### src/rtl/ej32_divider_seq_if.sv
// Request/response bundle between the eJ32 decoder and the shared divider sequencer.
// The decoder side drives operands and start; the divider answers with busy/done/result.
interface ej32_divider_seq_if #(
    parameter int WIDTH = 32
);
    logic             start_i;
    logic             rem_i;
    logic [WIDTH-1:0] s_i;
    logic [WIDTH-1:0] t_i;
    logic             busy_o;
    logic             done_o;
    logic             div0_o;
    logic [WIDTH-1:0] res_o;

    modport master (
        output start_i, rem_i, s_i, t_i,
        input  busy_o, done_o, div0_o, res_o
    );

    modport slave (
        input  start_i, rem_i, s_i, t_i,
        output busy_o, done_o, div0_o, res_o
    );
endinterface

### src/rtl/ej32_divider_seq.sv
// Multi-cycle restoring divider for idiv/irem with JVM semantics: quotient truncates
// toward zero, remainder follows the dividend sign, divide-by-zero is flagged.
module ej32_divider_seq #(
    parameter int WIDTH = 32
) (
    input logic               clk,
    input logic               rst_n,
    ej32_divider_seq_if.slave bus
);
    localparam int CNT_W = $clog2(WIDTH);

    typedef enum logic [2:0] {
        S_IDLE,
        S_LOAD,
        S_CALC,
        S_FIX,
        S_DONE
    } state_t;

    state_t r_state;
    state_t w_next;

    logic             r_rem;
    logic             r_sign_q;
    logic             r_sign_r;
    logic             r_div0;
    logic [WIDTH-1:0] r_q;
    logic [WIDTH-1:0] r_d;
    logic [WIDTH:0]   r_r;
    logic [WIDTH-1:0] r_res;
    logic [CNT_W-1:0] r_cnt;

    logic             w_busy;
    logic             w_done;
    logic [WIDTH+1:0] w_r_sh;
    logic [WIDTH+1:0] w_trial;
    logic             w_fits;
    logic [WIDTH-1:0] w_fix;

    function automatic logic [WIDTH-1:0] f_neg(input logic [WIDTH-1:0] x);
        logic [WIDTH-1:0] z;
        z = '0;
        return z - x;
    endfunction

    // Magnitude is unsigned WIDTH bits, so the most negative value maps onto itself.
    function automatic logic [WIDTH-1:0] f_abs(input logic [WIDTH-1:0] x);
        return x[WIDTH-1] ? f_neg(x) : x;
    endfunction

    always_ff @(posedge clk or negedge rst_n) begin
        if (!rst_n) begin
            r_state <= S_IDLE;
        end else begin
            r_state <= w_next;
        end
    end

    always_comb begin
        w_next = r_state;
        w_busy = (r_state != S_IDLE);
        w_done = 1'b0;
        case (r_state)
            S_IDLE: if (bus.start_i) w_next = S_LOAD;
            S_LOAD: w_next = (r_d == '0) ? S_DONE : S_CALC;
            S_CALC: if (r_cnt == '0) w_next = S_FIX;
            S_FIX:  w_next = S_DONE;
            S_DONE: begin
                w_done = 1'b1;
                w_next = S_IDLE;
            end
            default: w_next = S_IDLE;
        endcase
    end

    // One restoring step: shift the next dividend bit into R and try subtracting D.
    assign w_r_sh  = {r_r, r_q[WIDTH-1]};
    assign w_trial = w_r_sh - {2'b00, r_d};
    assign w_fits  = ~w_trial[WIDTH+1];

    assign w_fix = r_rem ? (r_sign_r ? f_neg(r_r[WIDTH-1:0]) : r_r[WIDTH-1:0])
                         : (r_sign_q ? f_neg(r_q) : r_q);

    always_ff @(posedge clk or negedge rst_n) begin
        if (!rst_n) begin
            r_rem    <= 1'b0;
            r_sign_q <= 1'b0;
            r_sign_r <= 1'b0;
            r_div0   <= 1'b0;
            r_q      <= '0;
            r_d      <= '0;
            r_r      <= '0;
            r_res    <= '0;
            r_cnt    <= '0;
        end else begin
            case (r_state)
                S_IDLE: begin
                    if (bus.start_i) begin
                        r_rem    <= bus.rem_i;
                        r_sign_q <= bus.s_i[WIDTH-1] ^ bus.t_i[WIDTH-1];
                        r_sign_r <= bus.s_i[WIDTH-1];
                        r_q      <= f_abs(bus.s_i);
                        r_d      <= f_abs(bus.t_i);
                        r_r      <= '0;
                        r_div0   <= 1'b0;
                    end
                end
                S_LOAD: begin
                    if (r_d == '0) begin
                        r_div0 <= 1'b1;
                        r_res  <= '0;
                    end else begin
                        r_cnt <= CNT_W'(WIDTH - 1);
                    end
                end
                S_CALC: begin
                    r_q <= {r_q[WIDTH-2:0], w_fits};
                    r_r <= w_fits ? w_trial[WIDTH:0] : w_r_sh[WIDTH:0];
                    if (r_cnt != '0) r_cnt <= r_cnt - CNT_W'(1);
                end
                S_FIX: begin
                    r_res <= w_fix;
                end
                default: ;
            endcase
        end
    end

    assign bus.busy_o = w_busy;
    assign bus.done_o = w_done;
    assign bus.div0_o = r_div0;
    assign bus.res_o  = r_res;
endmodule

### src/flat_wrapper.sv
// flat-port wrapper written by rule: the top's interface ports become plain ports
module ej32_divider_seq_flat 
#(
    parameter int WIDTH = 32
)
  (clk, rst_n, bus_start_i, bus_rem_i, bus_s_i, bus_t_i, bus_busy_o, bus_done_o, bus_div0_o, bus_res_o);
  ej32_divider_seq_if #(.WIDTH(WIDTH)) bus_i ();
  input logic clk;
  input logic rst_n;
  input wire logic [$bits(bus_i.start_i)-1:0] bus_start_i;
  input wire logic [$bits(bus_i.rem_i)-1:0] bus_rem_i;
  input wire logic [$bits(bus_i.s_i)-1:0] bus_s_i;
  input wire logic [$bits(bus_i.t_i)-1:0] bus_t_i;
  output wire logic [$bits(bus_i.busy_o)-1:0] bus_busy_o;
  output wire logic [$bits(bus_i.done_o)-1:0] bus_done_o;
  output wire logic [$bits(bus_i.div0_o)-1:0] bus_div0_o;
  output wire logic [$bits(bus_i.res_o)-1:0] bus_res_o;
  assign bus_i.start_i = bus_start_i;
  assign bus_i.rem_i = bus_rem_i;
  assign bus_i.s_i = bus_s_i;
  assign bus_i.t_i = bus_t_i;
  assign bus_busy_o = bus_i.busy_o;
  assign bus_done_o = bus_i.done_o;
  assign bus_div0_o = bus_i.div0_o;
  assign bus_res_o = bus_i.res_o;
  ej32_divider_seq #(.WIDTH(WIDTH)) u_core (.clk(clk), .rst_n(rst_n), .bus(bus_i));
endmodule
### config.mk
export PLATFORM = sky130hd
export DESIGN_NAME = ej32_divider_seq_flat
export DESIGN_NICKNAME = d
export VERILOG_FILES = /design/src/rtl/ej32_divider_seq_if.sv /design/src/rtl/ej32_divider_seq.sv /design/src/flat_wrapper.sv
export SDC_FILE = /design/constraint.sdc
export NUM_CORES = 1
export LEC_CHECK = 0
export BUFFER_PORTS_ARGS = -buffer_cell sky130_fd_sc_hd__buf_2
export CORE_ASPECT_RATIO = 0.6
export CORE_UTILIZATION = 53
export DETAILED_ROUTE_END_ITERATION = 8
export PLACE_DENSITY = 0.76
export SETUP_SLACK_MARGIN = 0.5
export SLEW_MARGIN = 20
export SYNTH_ARGS = -nofsm -noshare
export SYNTH_HDL_FRONTEND = slang
export SYNTH_SLANG_ARGS = --single-unit
### constraint.sdc
create_clock -name clk -period 3.14 [get_ports clk]
set_input_delay 0.785 -clock clk [delete_from_list [all_inputs] [get_ports clk]]
set_output_delay 0.785 -clock clk [all_outputs]
set_load 0.05 [all_outputs]
==> summary by stage <==
Synthesis
The cell count after synthesis came out at ~1200. The post-synth net total is approximately 1300. For this run, the leading register cell type out of synthesis is dfrtp_1. The synthesized netlist occupies a cell area of approximately 10000 um2. The async set or reset register ratio after synthesis is 100%. The yosys synthesis warning count is 0.

The post-synthesis sequential area ratio is ~34%. The number of enable-type register cells in the synthesized netlist is 0. The netlist uses 66 different library cells. Synthesis inferred ~140 register bits. The synthesized area per cell is approximately 8.4 um2.

GRT
The overall fraction of global-route tracks in use is between 30% and 40%. The overflow left after global routing is 0. The via count of the first global-routing pass came to between 10000 and 15000. Entering global routing, the biggest net connects a little over 60 pins. The first global-routing pass estimated 52700 um of wire. The number of antenna violations at the first check in global routing is 1.

Finish
The number of fill cells is roughly 1300. The final core area utilization is 74.5%. The growth of design area from synthesis to finish is 37.4%. In the final design database the tool counted approximately 1600 nets.

The multi-input gate area in the final layout is approximately 7300 um2. The number of antenna diodes in the final layout is 0. Cells with a size suffix above 1 make up 32.1% of the layout. The sequential cells in the finished layout cover a total of between 3000 and 4000 um2.

Timing
The worst slew margin relative to its limit is between 10% and 20%. The highest clock rate is ~290 MHz. Setup repair after global routing could not meet its margin everywhere. In the post-route analysis, the smallest setup slack over all paths is -267 ps. The clock skew is between 9 and 10 ps. The hold violation count in the final report is 0. The share of the clock period used by the worst path is 109%. Setup violations remaining at the end of the flow were counted as 51.

For the pin with the worst max-slew slack, the measured transition is 1250 ps. The number of max-slew violations in the final report was 0. The clock period minus worst slack is 3410 ps.

Setup path
For the worst flop-to-flop path, the logic depth is 14. For the worst setup path, the data required time is 3460 ps. The cell with the most instances on the worst path is buf_4. The delay of the slowest critical-path stage is approximately 470 ps.

The critical path is of the flip-flop to flip-flop type. For this design, the slowest cell found on the critical path is or4_4. The data arrival time at the worst-slack endpoint is 3730 ps. The capturing element type of the critical path is a flip-flop. STA classifies the critical path startpoint as a flip-flop. Traced cell by cell, the critical path runs through inv_2 -> ha_1 -> nor2b_4 -> o21ai_2 -> o2111a_1 -> or4_4 -> a211oi_4 -> buf_4 -> o41ai_4 -> nor3b_4 -> buf_6 -> buf_4 -> nor2_4 -> a221o_1. The maximum fanout encountered on the critical timing path is 6.

Pwr
The part of the total power dissipated in combinational logic is 64.3%. In this run the static leakage power is ~6.4 nW. The switching power summed over all nets is between 7 and 8 mW. Net switching is 48.1% of the power.

The share of total power dissipated in the clock network is ~14%. The sequential power share is 21.7%. The power density normalized to cell area is roughly 1100 nW/um2. The cell-internal power is around 8.3 mW.

The peak ir drop on the vdd network is about 870 uV.

Detailed routing
The wire length per cell after detailed routing is approximately 19 um. The final wirelength is 34500 um. In the routed design, unresolved DRC markers number 0. Before antenna repair, the detailed router went through 6 iterations.

In the routed layout, each cell is associated on average with a via count of approximately 6. After the first detailed-routing iteration, the DRC count stood at 1150. The remaining antenna violation count after routing is 0. The overall via count from detail_route is roughly 11000.

Placed design
The number of buffers inserted by port buffering is around 100. Prior to clock tree synthesis, the placed netlist has a worst setup slack of -717 ps. The final weighted congestion of routability-driven global placement is 0.959. Detailed placement finished with a half-perimeter wire length of 23100 um.

Floorplanning
The die is 110 um tall. In this run the horizontal extent of the chip is between 150 and 200 um. The starting utilization of the core area is between 50% and 60%. The floorplan step defined a core boundary enclosing 19100 um2. The die covers around 20000 um2.

The total number of placement rows is 39. For this design the top-level I/O count stands at approximately 100.

Status
The checks that failed: setup timing. The flow ran to the end, but the final reports show violations.

Clock tree
The clock slew at the register clock pins of the worst setup and hold paths is about 70 ps. TritonCTS created 17 clock buffers. The clock tree from TritonCTS is done.

The latest clock arrival within the worst-skew pair is approximately 440 ps. The buffer type at the clock tree root is clkbuf_16. The H-tree generated during clock tree synthesis spans 4 levels. For this design, the sink count on the clock tree is 141.

Counting along the longest clock path gives a buffer depth of 2.

Min path
The worst min-delay path category is input port to async pin.

Flow run
The count of max-cap constraint violations is 0.
## routing by layer
metal / GRT usage [%] / vias to the layer above / part of all wire (%)
met5: 0 / - / 0.029
met4: 7.98 / 2 / 1.7
met3: 8.31 / 70 / 9.9
met2: 50.4 / 590 / 44
met1: 48.5 / 5289 / 45
li1: - / 5016 / -
## final timing paths
kind | from | end | slack [ps]
max in group asynchronous | rst_n | u_core.r_d[7] | 1970
max reg2reg | u_core.r_d[1] | u_core.r_r[3] | -270
min | rst_n | u_core.r_q[9] | 300
min in group clk | u_core.bus.res_o[10] | u_core.bus.res_o[10] | 470
max | u_core.r_d[1] | u_core.r_r[3] | -270
min reg2reg | u_core.bus.res_o[10] | u_core.bus.res_o[10] | 470
## timing repair
item / 4_1_cts / 5_1_grt
setup buffers: 30 / 17
endpoints found under the setup margin: 76 / 83
cloned: 1 / 0
pin swaps: 49 / 43
resized for setup: 124 / 71
hold buffers: 0 / 0
## cell families (layout without fill, tap and decap cells)
logic type / count (synthesis) / count (layout) / share of synthesized area [%]
AO/OA/AOI/OAI: 382 / 382 / 23.3
XOR/XNOR: 145 / 145 / 12.3
adder cells (fa/ha/maj): 39 / 39 / 4.79
buffers and inverters: 116 / 388 / 4.43
flip-flops: 141 / 141 / 34.1
multiplexers: 29 / 29 / 2.81
AND/OR/NAND/NOR: 385 / 385 / 18.3
## layout make-up
type	instances	area share (%)
clock inverter	14	1.36
multi-input combinational	980	51.2
timing repair buffer	304	15.8
tap	266	2.34
clock buffer	18	3.02
inverter	52	1.37
sequential	141	24.9
## cells in the mapped netlist, types with 2 or more instances
master / number / area share [%]
and2_1: 4 / 0.24
nor3b_1: 4 / 0.29
o221ai_1: 2 / 0.17
xnor2_1: 54 / 4.6
nor4b_1: 4 / 0.34
inv_1: 52 / 1.9
o41ai_1: 16 / 1.4
or2_2: 4 / 0.24
ha_1: 38 / 4.6
and3_1: 9 / 0.54
o21a_1: 4 / 0.29
buf_2: 3 / 0.15
o21ai_1: 3 / 0.15
clkbuf_1: 52 / 1.9
or3_1: 25 / 1.5
or3_4: 2 / 0.22
nand4_1: 7 / 0.42
nor4_1: 14 / 0.85
a21o_1: 15 / 1.1
buf_1: 6 / 0.22
nand3b_1: 4 / 0.29
o211ai_1: 6 / 0.44
or4_1: 16 / 1.2
nand2b_1: 5 / 0.30
dfrtp_1: 141 / 34
a221o_1: 7 / 0.68
nor2b_1: 9 / 0.54
o31ai_1: 44 / 3.2
nand3_1: 40 / 1.9
xor2_1: 91 / 7.7
a211oi_1: 6 / 0.44
nor2_1: 62 / 2.2
a211o_1: 3 / 0.25
a31oi_1: 7 / 0.42
or4_4: 5 / 0.54
a21oi_1: 35 / 1.7
nor3_1: 16 / 0.77
a22oi_1: 36 / 2.6
o21ai_0: 177 / 8.6
a21boi_0: 4 / 0.29
nand2_1: 152 / 5.5
mux2i_1: 29 / 2.8
## power by group through the flow
| stage | Clock [mW] | Sequential, mW | Combinational [mW] |
|---|---|---|---|
| after floorplan | 0 | 3.77 | 5.15 |
| after global placement | 0 | 3.35 | 8.19 |
| after detailed placement | 0 | 3.37 | 8.39 |
| after CTS | 2.21 | 3.38 | 9.46 |
| after global routing | 2.29 | 3.55 | 11.0 |
| final | 2.23 | 3.47 | 10.3 |
## layout by cell type, fill, tap and decap left out, types with 16 or more instances in the layout
cell       count
mux2i_1       25
buf_2         95
xor2_1        91
nor2_1        59
nand3_1       38
o21ai_0      115
or3_4         17
a21oi_1       34
o31ai_1       29
buf_4        168
clkbuf_16     17
nand2_1      141
o21ai_2       16
a22oi_1       36
inv_1         44
buf_6         35
dfrtp_1      131
o21ai_1       48
xnor2_1       54
ha_1          27
## state kept, by name (all words and copies together) (netlist names)
name               cells
u_core.r_rem           1
u_core.r_q            32
u_core.bus.res_o      32
u_core.r_sign_q        1
u_core.bus.div0_o      1
u_core.r_cnt           5
u_core.r_d            32
u_core.r_r            33
u_core.r_state         3
u_core.r_sign_r        1
## metrics by stage
| stage | hold WS, ps | std cells | instance area, um2 | power, mW | TNS (ps) |
|---|---|---|---|---|---|
| final | 302 | 1775 | 14200 | 16.0 | -7890 |
| after global placement | 456 | 1695 | 12300 | 11.5 | -20240 |
| after floorplan | 469 | 1237 | 10600 | 8.92 | -5620 |
| after CTS | 319 | 1758 | 13700 | 15.0 | -4550 |
| after global routing | 339 | 1775 | 14200 | 16.9 | -11240 |
| after detailed placement | 466 | 1695 | 12300 | 11.8 | -22870 |
## worst max-delay path, delay by kind of cell, from the launching register on
kind            cells  cell delay, ps
compound gates      5            1030
simple gates        4             920
buf+inv             4             590
flops               1             460
fa+ha+maj           1             280
(Power assumes the default switching activity.)
